--- src/rtl/rng_request_arbiter.sv ---
// Round-robin arbiter that shares one 4-digit BCD RNG between NUM_REQ requesters.
// Each grant issues one fetch strobe, captures sanitised digits and returns them with a done pulse.
module rng_request_arbiter #(
    parameter int NUM_REQ = 4,
    parameter int ID_W    = 2,
    parameter int MIN_GAP = 2
) (
    input  logic               clk,
    input  logic               rst,
    input  logic [NUM_REQ-1:0] req,
    output logic [NUM_REQ-1:0] done,
    output logic [ID_W-1:0]    grant_id,
    output logic               num_valid,
    output logic [15:0]        num_data,
    output logic [15:0]        fetch_count,
    output logic               fetch_num,
    input  logic [3:0]         rng_d1000,
    input  logic [3:0]         rng_d100,
    input  logic [3:0]         rng_d10,
    input  logic [3:0]         rng_d1
);

    typedef enum logic [2:0] {
        S_IDLE,
        S_FETCH,
        S_CAPTURE,
        S_DELIVER,
        S_GAP
    } state_t;

    state_t             state_q, state_d;
    logic [ID_W-1:0]    ptr_q, ptr_d;
    logic [ID_W-1:0]    grant_q, grant_d;
    logic               fetch_q, fetch_d;
    logic               valid_q, valid_d;
    logic [NUM_REQ-1:0] done_q, done_d;
    logic [15:0]        data_q, data_d;
    logic [15:0]        fetch_count_q, fetch_count_d;
    logic [3:0]         gap_q, gap_d;

    logic               pickFound;
    logic [ID_W-1:0]    pickIdx;
    logic [ID_W-1:0]    candidate;

    // Non-BCD digits from the RNG are clamped to 9 so consumers always see valid BCD.
    function automatic logic [3:0] satDigit(input logic [3:0] d);
        return (d > 4'd9) ? 4'd9 : d;
    endfunction

    always_comb begin
        pickFound = 1'b0;
        pickIdx   = '0;
        candidate = '0;
        for (int i = 1; i <= NUM_REQ; i++) begin
            candidate = ID_W'((int'(ptr_q) + i) % NUM_REQ);
            if (!pickFound && req[candidate]) begin
                pickFound = 1'b1;
                pickIdx   = candidate;
            end
        end
    end

    always_comb begin
        state_d       = state_q;
        ptr_d         = ptr_q;
        grant_d       = grant_q;
        fetch_d       = 1'b0;
        valid_d       = 1'b0;
        done_d        = '0;
        data_d        = data_q;
        fetch_count_d = fetch_count_q;
        gap_d         = gap_q;
        case (state_q)
            S_IDLE: begin
                if (pickFound) begin
                    grant_d = pickIdx;
                    ptr_d   = pickIdx;
                    fetch_d = 1'b1;
                    state_d = S_FETCH;
                end
            end
            S_FETCH: begin
                fetch_count_d = fetch_count_q + 16'd1;
                state_d       = S_CAPTURE;
            end
            S_CAPTURE: begin
                data_d = {satDigit(rng_d1000), satDigit(rng_d100),
                          satDigit(rng_d10), satDigit(rng_d1)};
                // A requester that let go of req before capture forfeits this number.
                if (req[grant_q]) begin
                    valid_d = 1'b1;
                    done_d  = NUM_REQ'(1) << grant_q;
                end
                state_d = S_DELIVER;
            end
            S_DELIVER: begin
                gap_d   = 4'd0;
                state_d = (MIN_GAP > 0) ? S_GAP : S_IDLE;
            end
            S_GAP: begin
                if (gap_q == 4'(MIN_GAP - 1)) begin
                    state_d = S_IDLE;
                end else begin
                    gap_d = gap_q + 4'd1;
                end
            end
            default: state_d = S_IDLE;
        endcase
    end

    always_ff @(posedge clk) begin
        if (rst) begin
            state_q       <= S_IDLE;
            ptr_q         <= ID_W'(NUM_REQ - 1);
            grant_q       <= '0;
            fetch_q       <= 1'b0;
            valid_q       <= 1'b0;
            done_q        <= '0;
            data_q        <= '0;
            fetch_count_q <= '0;
            gap_q         <= '0;
        end else begin
            state_q       <= state_d;
            ptr_q         <= ptr_d;
            grant_q       <= grant_d;
            fetch_q       <= fetch_d;
            valid_q       <= valid_d;
            done_q        <= done_d;
            data_q        <= data_d;
            fetch_count_q <= fetch_count_d;
            gap_q         <= gap_d;
        end
    end

    assign done        = done_q;
    assign grant_id    = grant_q;
    assign num_valid   = valid_q;
    assign num_data    = data_q;
    assign fetch_count = fetch_count_q;
    assign fetch_num   = fetch_q;

endmodule
--- config.mk ---
export PLATFORM = sky130hd
export DESIGN_NAME = rng_request_arbiter
export DESIGN_NICKNAME = d
export VERILOG_FILES = /design/src/rtl/rng_request_arbiter.sv
export SDC_FILE = /design/constraint.sdc
export NUM_CORES = 1
export LEC_CHECK = 0
export BUFFER_PORTS_ARGS = -buffer_cell sky130_fd_sc_hd__buf_2
export CAP_MARGIN = 20
export CORE_MARGIN = 2
export CORE_UTILIZATION = 46
export DETAILED_ROUTE_END_ITERATION = 10
export PLACE_DENSITY_LB_ADDON = 0.08
export SYNTH_ARGS = -nofsm -noshare
export SYNTH_HDL_FRONTEND = slang
export SYNTH_SLANG_ARGS = --single-unit
--- constraint.sdc ---
create_clock -name clk -period 1.6 [get_ports clk]
set_clock_uncertainty 0.1 [all_clocks]
set_input_delay 0.08 -clock clk [delete_from_list [all_inputs] [get_ports clk]]
set_output_delay 0.08 -clock clk [all_outputs]
set_load 0.01 [all_outputs]
==> impl_metrics.tcl, run 1 <==
set metrics [dict create \
    status "finished, violations left" \
    violations "setup timing" \
    cellPowerDensity_nw_per_um2 938 \
    grt_antenna_before_repair 0 \
    dr.pass1.iters 4 \
    drv_cap 0 \
    overflow 0 \
    clk_pin_slew_worst_paths_ns 0.09 \
    crit_arrival_ns 1.76 \
    p_total_uw 2950 \
    tightestPinTransition_ns 0.438 \
    clock_latency_ns 0.31 \
    grt_pass1_vias 1875 \
    postSynthCellCount 238 \
    dieHeight_um 71.7 \
    synthTopCellsByArea "dfxtp_1 (46%), a21oi_1 (5.7%), nand2_1 (5.3%)" \
    period_share_pct 101 \
    vias 2099 \
    grt_max_degree 22 \
    initial_core_util_pct 48.1 \
    crit_path_top_delay_cell "dlygate4sd3_1" \
    synth_nets 263 \
    combPwrFrac_pct 18.3 \
    yosysMostFrequentCell "dfxtp_1" \
    hold_class "input port to register" \
    path_cells "dlygate4sd3_1 > buf_4 > nor4_1 > or4_4 > a211o_1 > a21oi_2" \
    rsz0062_at_grt "true" \
    nNetsFinal 372 \
    synth_edf_count 0 \
    maxSlewViolCount 0 \
    synthSimpleGateAreaFrac_pct 27.4 \
    yosys_most_used_dff "dfxtp_1" \
    hold_start "rst" \
    drt_first_iter_violations 78 \
    die_w_um 71.7 \
    n_antenna_cell 0 \
    area_growth_pct 49.2 \
    r2r_slack_ns -0.01 \
    htreeDepth 2 \
    yosysUniqueCellTypes 44 \
    final-setup-viol-count 1 \
    clkPwrFrac_pct 36.1 \
    finalHoldViolCount 0 \
    synth-adder-area-share_pct 1.78 \
    ios 62 \
    switching_share_pct 25.6 \
    fin_tns_setup_ns -0.0161 \
    cts.path.max_buffers 2 \
    crit_start "req[1]" \
    antenna_left 0 \
    hpwl_um 3160 \
    end_kind "register" \
    r2r_start "state_q[2]$_SDFFE_PP0P_" \
    p_int_uw 2200 \
    drc 0 \
    ys_ff_latch 49 \
    wirelength_um 5040 \
    yosys.area.top_type_share_pct 46.5 \
    period_minus_slack_ns 1.62 \
    avgSynthCellArea_um2 8.87 \
    crit_path_start_kind "input port" \
    pre_cts_ws_ns -0.0428 \
    core_area_um2 4380 \
    synthXorXnorAreaFrac_pct 4.15 \
    max_freq_mhz 619 \
    seqPwrFrac_pct 45.6 \
    portBuffers 61 \
    synth.largest_area_cell "dfxtp_1" \
    crit_family "buffers and inverters" \
    switchingPower_uw 757 \
    slowest_delay_ns 0.55 \
    crit_buf_inv 2 \
    cts.sinks 49 \
    gp_congestion 0.719 \
    ir_worst_vdd_mv 0.672 \
    setup_ws_ns -0.0161 \
    muxShareOfSynthArea_pct 2.49 \
    grt_usage_pct 19.9 \
    cp.required_ns 1.75 \
    synth_top_family_by_area "simple AND/OR/NAND/NOR gates" \
    yosysSeqAreaShare_pct 46.5 \
    fin_util_pct 71.8 \
    numCtsBuffers 5 \
    maxSlewHeadroom_pct 70.5 \
    num_rows 24 \
    crit_fanout 7 \
    grt_pass1_wl_um 8180 \
    drt-wirelength-per-cell_um 12.6 \
    synthTopCellsByCount "dfxtp_1 (49), nand2_1 (30), a21oi_1 (24), nor2_1 (21), o21ai_0 (10)" \
    netlist_area_um2 2110 \
    critPathKind "input port to register" \
    drive_gt1_share_pct 38.8 \
    vias_per_cell 5.25 \
    p_leak_uw 0.00136 \
    cts_root_buf "clkbuf_8" \
    cts_tree "done" \
    synth-compound-area-share_pct 13.7 \
    die-area_um2 5150 \
    synthArstFlopShare_pct 0 \
    yosys_warnings 0 \
]
## layout by cell type, fill, tap and decap left out, types with 2 or more instances in the layout
cell type | netlist | routed
nor4_1 | 3 | 3
ha_1 | 3 | 3
and2_1 | 3 | 3
xnor2_1 | 3 | 3
dfxtp_1 | 49 | 44
clkbuf_8 | 0 | 5
bufinv_16 | 0 | 2
o21ai_0 | 10 | 9
o22ai_1 | 6 | 6
buf_6 | 1 | 5
dfxtp_2 | 0 | 5
buf_4 | 0 | 29
buf_2 | 4 | 60
nand4_1 | 5 | 5
or3_1 | 5 | 4
nand3b_1 | 8 | 8
nor2_1 | 21 | 20
inv_1 | 6 | 6
xor2_1 | 7 | 7
or4_4 | 1 | 3
mux2i_1 | 3 | 3
dlygate4sd3_1 | 0 | 20
nor3b_2 | 2 | 3
nor3_1 | 4 | 3
nand3_1 | 4 | 4
a21oi_1 | 24 | 19
nand2b_1 | 2 | 2
nand2_1 | 30 | 29
a21oi_2 | 0 | 4
or4_1 | 4 | 2
## final timing paths
| path | endpoint | depth (start not counted) |
|---|---|---|
| hold reg to reg | num_data[10]$_SDFFE_PP0N_ | 2 |
| hold / removal | fetch_count[6]$_SDFFE_PP0P_ | 2 |
| setup / recovery | grant_id[1]$_SDFFE_PP0P_ | 6 |
| setup reg to reg | grant_id[1]$_SDFFE_PP0P_ | 4 |
## routing by layer
layer / wire length [um] / track usage, % / part of all wire, %
met5: 0 / 0 / 0
met4: 51 / 5.03 / 1.0
met3: 307 / 6.19 / 6.1
met2: 2470 / 34.1 / 49
met1: 2210 / 24.2 / 44
## registers in the layout, summed over array words and instances, names as in the netlist
signal and count:
ptr_q 2, done 4, fetch_num 1, gap_q 4, num_data 16, grant_id 2
state_q 3, fetch_count 16, num_valid 1
## final cells by class
class	instances	area [um^2]
sequential	49	987
clock buffer	5	68.8
multi-input combinational	170	1140
timing repair buffer	115	795
clock inverter	3	68.8
inverter	6	22.5
tap	52	65.1
fill	342	1230
## cells by family (layout without fill, tap and decap cells)
logic type,count (synthesis),in the layout
adders and majority gates,3,3
xor gates and xnor gates,10,10
DFF,49,49
and+or+nand+nor,103,103
muxes,4,4
buffers and inverters,19,129
AOI/OAI and AO/OA,50,50
## timing repair
| item | CTS | global route |
|---|---|---|
| cloned | 0 | 1 |
| endpoints found under the setup margin | 4 | 17 |
| pin swaps | 2 | 16 |
| hold buffers | 20 | 0 |
| resized for setup | 2 | 31 |
| setup buffers | 0 | 3 |
| hold endpoints to repair | 20 | 0 |
## through the flow
step / hold WS (ns) / instance area, um^2 / std cells
2_1_floorplan: 0.103 / 2120 / 238
3_5_place_dp: 0.221 / 2670 / 368
3_3_place_gp: 0.207 / 2670 / 368
6_report: 0.0861 / 3150 / 400
5_1_grt: 0.0984 / 3150 / 400
4_1_cts: 0.0608 / 3020 / 396
## power groups by stage
stage | logic (uW) | clock network [uW] | registers (uW)
detailed placement | 464 | 0 | 1370
global route | 595 | 1130 | 1360
CTS | 507 | 1080 | 1340
floorplan | 248 | 0 | 1390
finish | 540 | 1070 | 1350
global placement | 458 | 0 | 1370
(Power assumes the default switching activity.)
==> run 2, diff against run 1 <==
Settings changed: ABC_CLOCK_PERIOD_IN_PS set to 1600, CORE_UTILIZATION 46 to 37.
==> run 2 against run 1 <==
Net effect: the run now ends clean; sequential share of layout area is 0.70 points higher; global-route usage is 2.6 points lower; setup slack better by 0.018 ns; die area is 23% higher; register-to-register slack hardly changed; routed wire length is 2.6% higher; sequential power hardly changed; design area is 2.2% lower; first-iteration DRC count is 10% higher; fmax is 1.1% higher; clock power is 33% lower; non-clock buffer count is 2 lower; largest power group unchanged; highest routed layer unchanged.
==> impl_metrics.tcl, run 2 (synthesis gave the netlist of run 1 again) <==
set metrics [dict create \
    p_leak_uw 0.00132 \
    dieHeight_um 79.5 \
    seqPwrFrac_pct 51.3 \
    dr.pass1.iters 4 \
    gp_congestion 0.767 \
    die_w_um 79.5 \
    critPathKind "register to register" \
    grt.busiest_layer "met2" \
    final-setup-viol-count 0 \
    reg2reg_to "grant_id[1]$_SDFFE_PP0P_" \
    status "finished, final reports clean" \
    maxSlewViolCount 0 \
    initial_core_util_pct 38.3 \
    ir_worst_vdd_mv 0.628 \
    fillCellCount 499 \
    finalHoldViolCount 0 \
    vias_per_cell 4.95 \
    cts.sinks 49 \
    cellPowerDensity_nw_per_um2 846 \
    p_int_uw 1870 \
    final_common_cell "buf_2" \
    vias 2070 \
    switchingPower_uw 735 \
    switching_share_pct 28.2 \
    r2r_slack_ns 0.002 \
    r2r_start "state_q[1]$_SDFFE_PP0P_" \
    ios 62 \
    antenna_left 0 \
    grt_use_met3_pct 4.52 \
    dpl-instance-area_um2 2710 \
    r2r.worst_path.cells 4 \
    drv_cap 0 \
    grt_max_degree 22 \
    stdcell_area_um2 3080 \
    grt_use_met1_pct 21.6 \
    portBuffers 61 \
    wirelength_um 5170 \
    clk_pin_slew_worst_paths_ns 0.09 \
    cts.path.max_buffers 2 \
    tightestPinTransition_ns 0.446 \
    grt_antenna_before_repair 0 \
    hpwl_um 3460 \
    hold_class "input port to register" \
    core_area_um2 5510 \
    hold_end "fetch_count[3]$_SDFFE_PP0P_" \
    crit_arrival_ns 1.73 \
    fin_tns_setup_ns 0 \
    numCtsBuffers 5 \
    clock_latency_ns 0.30 \
    num_rows 27 \
    nNetsFinal 370 \
    overflow 0 \
    end_kind "register" \
    crit_path_start_kind "register" \
    hold_start "rst" \
    n_antenna_cell 0 \
    drc 0 \
    grt_pass1_vias 1969 \
    drt_first_iter_violations 86 \
    crit_fanout 6 \
    grt_usage_pct 17.3 \
    period_share_pct 99.9 \
    die-area_um2 6330 \
    grt_use_met2_pct 29.3 \
    cts_root_buf "clkbuf_8" \
    drive_gt1_share_pct 38.2 \
    grt_pass1_wl_um 8780 \
    htreeDepth 2 \
    rsz0062_at_grt "true" \
    combPwrFrac_pct 21.1 \
    maxSlewHeadroom_pct 70.3 \
    layout_common_cells "buf_2 (61), dfxtp_1 (44), nand2_1 (29), buf_4 (29)" \
    drt-wirelength-per-cell_um 12.4 \
    min_path_cells 2 \
    area_growth_pct 45.9 \
    max_freq_mhz 626 \
    cts_tree "done" \
    cp.required_ns 1.73 \
    clkPwrFrac_pct 27.5 \
    post_cts_buffers 0 \
    period_minus_slack_ns 1.60 \
]
run 2: per-stage QoR:
stage                     instances  power, uW  utilization [%]  worst slack (ns)  hold WS (ns)
final                           418       2610             55.9           0.00209        0.0983
after global routing            418       2760             55.9           -0.0554         0.126
after CTS                       418       2620             54.5           0.00554        0.0610
after detailed placement        390       1850             49.2           -0.0379         0.218
after global placement          390       1850             49.2            0.0275         0.211
after floorplan                 238       1640                -          0.000273         0.103
run 2: how the worst max path moves through the flow:
stage                     slack, ns                   startpoint                      endpoint
after global placement         0.03      state_q[1]$_SDFFE_PP0P_      grant_id[1]$_SDFFE_PP0P_
after floorplan              0.0003  fetch_count[4]$_SDFFE_PP0P_  fetch_count[14]$_SDFFE_PP0P_
final                         0.002      state_q[1]$_SDFFE_PP0P_      grant_id[1]$_SDFFE_PP0P_
after global routing          -0.06      state_q[1]$_SDFFE_PP0P_      grant_id[1]$_SDFFE_PP0P_
after CTS                     0.006      state_q[1]$_SDFFE_PP0P_  fetch_count[15]$_SDFFE_PP0P_
after detailed placement      -0.04      state_q[1]$_SDFFE_PP0P_         ptr_q[0]$_SDFFE_PP1P_
run 2: worst max-delay path, cell delays in order (launching register included):
cell	delay, ns
dfxtp_2	0.33
buf_4	0.15
or4_4	0.56
a211o_1	0.26
a21oi_1	0.13
run 2: layer usage:
| layer | wire (um) | up-vias |
|---|---|---|
| li1 | - | 1054 |
| met2 | 2520 | 49 |
| met5 | 0 | - |
| met4 | 46 | 0 |
| met3 | 255 | 5 |
| met1 | 2350 | 962 |
run 2: area by class of cell:
| cell class | count | area (um^2) | share of cell area [%] |
|---|---|---|---|
| timing repair buffer | 113 | 766 | 24.9 |
| clock inverter | 3 | 17.5 | 0.569 |
| inverter | 6 | 22.5 | 0.731 |
| multi-input combinational | 170 | 1130 | 36.6 |
| clock buffer | 5 | 68.8 | 2.23 |
| sequential | 49 | 987 | 32.0 |
| tap | 72 | 90.1 | 2.92 |
run 2: power by group through the flow:
| stage | combinational (uW) | clock [uW] | sequential, uW |
|---|---|---|---|
| after floorplan | 248 | 0 | 1390 |
| after global placement | 483 | 0 | 1360 |
| after detailed placement | 488 | 0 | 1360 |
| after CTS | 530 | 755 | 1330 |
| after global routing | 620 | 795 | 1350 |
| final | 551 | 717 | 1340 |
run 2: repair_timing:
item / in CTS / in global routing
pin swaps: 2 / 12
hold buffers: 20 / 0
endpoints found under the setup margin: 6 / 16
resized for setup: 2 / 23
endpoints found under the hold margin: 20 / 0
==> run 3, diff against run 2 <==
Settings changed: RECOVER_POWER set to 25.
==> run 3 against run 2 <==
Net effect: register-to-register slack about the same; first-iteration DRC count fell by 1.2%; sequential power is essentially flat; count of clock-buffer cells in the layout stayed put; fmax about the same; final cell count did not move; die area unchanged; power shrank 0.28%; sequential cell count unchanged; combinational power is 2% lower; routed wire length shrank 0.54%.
==> impl_metrics.tcl, run 3 (synthesis gave the netlist of run 1 again) <==
set metrics [dict create \
    status "finished, final reports clean" \
    switchingPower_uw 735 \
    combPwrFrac_pct 20.9 \
    finalHoldViolCount 0 \
    hpwl_um 3460 \
    vias 2059 \
    drt_first_iter_violations 85 \
    clkPwrFrac_pct 27.6 \
    cp.required_ns 1.73 \
    clk_pin_slew_worst_paths_ns 0.09 \
    clock_latency_ns 0.30 \
    fin_tns_setup_ns 0 \
    gp_congestion 0.767 \
    grt_usage_pct 17.3 \
    crit_path_top_delay_cell "or4_4" \
    vias_per_cell 4.93 \
    crit_arrival_ns 1.73 \
    grt_pass1_vias 1969 \
    maxSlewHeadroom_pct 71.1 \
    drt-wirelength-per-cell_um 12.3 \
    dieHeight_um 79.5 \
    hold_class "input port to register" \
    stdcell_area_um2 3060 \
    overflow 0 \
    die_w_um 79.5 \
    p_int_uw 1860 \
    max_freq_mhz 626 \
    maxSlewViolCount 0 \
    critPathKind "register to register" \
    grt_pass1_wl_um 8780 \
    dr.pass1.iters 4 \
    cellPowerDensity_nw_per_um2 851 \
    dpl-instance-area_um2 2710 \
    num_rows 27 \
    p_leak_uw 0.00124 \
    drive_gt1_share_pct 32.4 \
    drc 0 \
    portBuffers 61 \
    r2r_slack_ns 0.002 \
    slowest_delay_ns 0.56 \
    wirelength_um 5150 \
    n_antenna_cell 0 \
    rsz0062_at_grt "true" \
    crit_fanout 6 \
    switching_share_pct 28.3 \
    ios 62 \
    end_kind "register" \
    ir_worst_vdd_mv 0.626 \
    antenna_left 0 \
    cts.sinks 49 \
    final-setup-viol-count 0 \
    path_cells "buf_4 > or4_4 > a211o_1 > a21oi_1" \
    area_growth_pct 44.8 \
    layout_common_cells "dfxtp_1 (45), buf_2 (42), nand2_1 (29), buf_4 (29)" \
    period_share_pct 99.9 \
    crit_buf_inv 1 \
    cts.path.max_buffers 2 \
    die-area_um2 6330 \
    fin_cells 418 \
    crit_path_start_kind "register" \
    tightestPinTransition_ns 0.433 \
    dp.cells 390 \
    post_cts_buffers 0 \
    cts_tree "done" \
    grt_max_degree 22 \
    cts_root_buf "clkbuf_8" \
    nNetsFinal 370 \
    drv_cap 0 \
    seqPwrFrac_pct 51.5 \
    grt_antenna_before_repair 0 \
    numCtsBuffers 5 \
    crit_family "simple AND/OR/NAND/NOR gates" \
    final_common_cell "dfxtp_1" \
    initial_core_util_pct 38.3 \
    core_area_um2 5510 \
    period_minus_slack_ns 1.60 \
    htreeDepth 2 \
]
-- run 3: cell count changes in the layout (fill, tap and decap cells not counted) --
cell / previous run / this run
dfxtp_1: 44 / 45
buf_2: 61 / 42
dfxtp_2: 5 / 4
clkbuf_1: 0 / 19
-- run 3: what timing repair did --
action | in CTS | in global routing
pin swaps | 2 | 12
resized for setup | 2 | 23
hold buffers | 20 | 0
endpoints found under the hold margin | 20 | 0
gates cloned | 0 | 0
setup endpoints to repair | 6 | 16
-- run 3: worst register-to-register path: stages (launching register included) --
cell	delay, ns
dfxtp_2	0.33
buf_4	0.15
or4_4	0.56
a211o_1	0.26
a21oi_1	0.13
-- run 3: worst paths after layout --
| path | cells after the start | startpoint | to |
|---|---|---|---|
| setup reg to reg | 4 | state_q[1]$_SDFFE_PP0P_ | grant_id[1]$_SDFFE_PP0P_ |
| setup / recovery | 4 | state_q[1]$_SDFFE_PP0P_ | grant_id[1]$_SDFFE_PP0P_ |
| hold / removal | 2 | rst | fetch_count[3]$_SDFFE_PP0P_ |
| hold reg to reg | 2 | num_data[6]$_SDFFE_PP0N_ | num_data[6]$_SDFFE_PP0N_ |
-- run 3: power groups by stage --
stage,clock network (uW),registers (uW),logic (uW)
after floorplan,0,1390,248
after global placement,0,1360,483
after detailed placement,0,1360,488
after CTS,755,1330,530
after global routing,795,1350,612
final,718,1340,542
-- run 3: routing by layer --
metal | GRT usage, % | wire [um] | vias to the layer above
met5 | 0 | 0 | -
met4 | 4.66 | 46 | 0
met3 | 4.52 | 254 | 5
met2 | 29.3 | 2520 | 44
met1 | 21.6 | 2330 | 956
li1 | - | - | 1054
-- run 3: area by class of cell --
class / instances / area (um^2)
multi-input combinational: 170 / 1130
clock buffer: 5 / 68.8
tap: 72 / 90.1
timing repair buffer: 113 / 742
inverter: 6 / 22.5
sequential: 49 / 986
fill: 508 / 2450
clock inverter: 3 / 17.5
-- run 3: through the flow --
stage | power [uW] | setup slack [ns] | util (%) | hold slack [ns]
CTS | 2620 | 0.00554 | 54.5 | 0.0610
finish | 2600 | 0.00231 | 55.5 | 0.0916
detailed placement | 1850 | -0.0379 | 49.2 | 0.218
global route | 2750 | -0.0554 | 55.5 | 0.126
floorplan | 1640 | 0.000273 | - | 0.103
global placement | 1850 | 0.0275 | 49.2 | 0.211
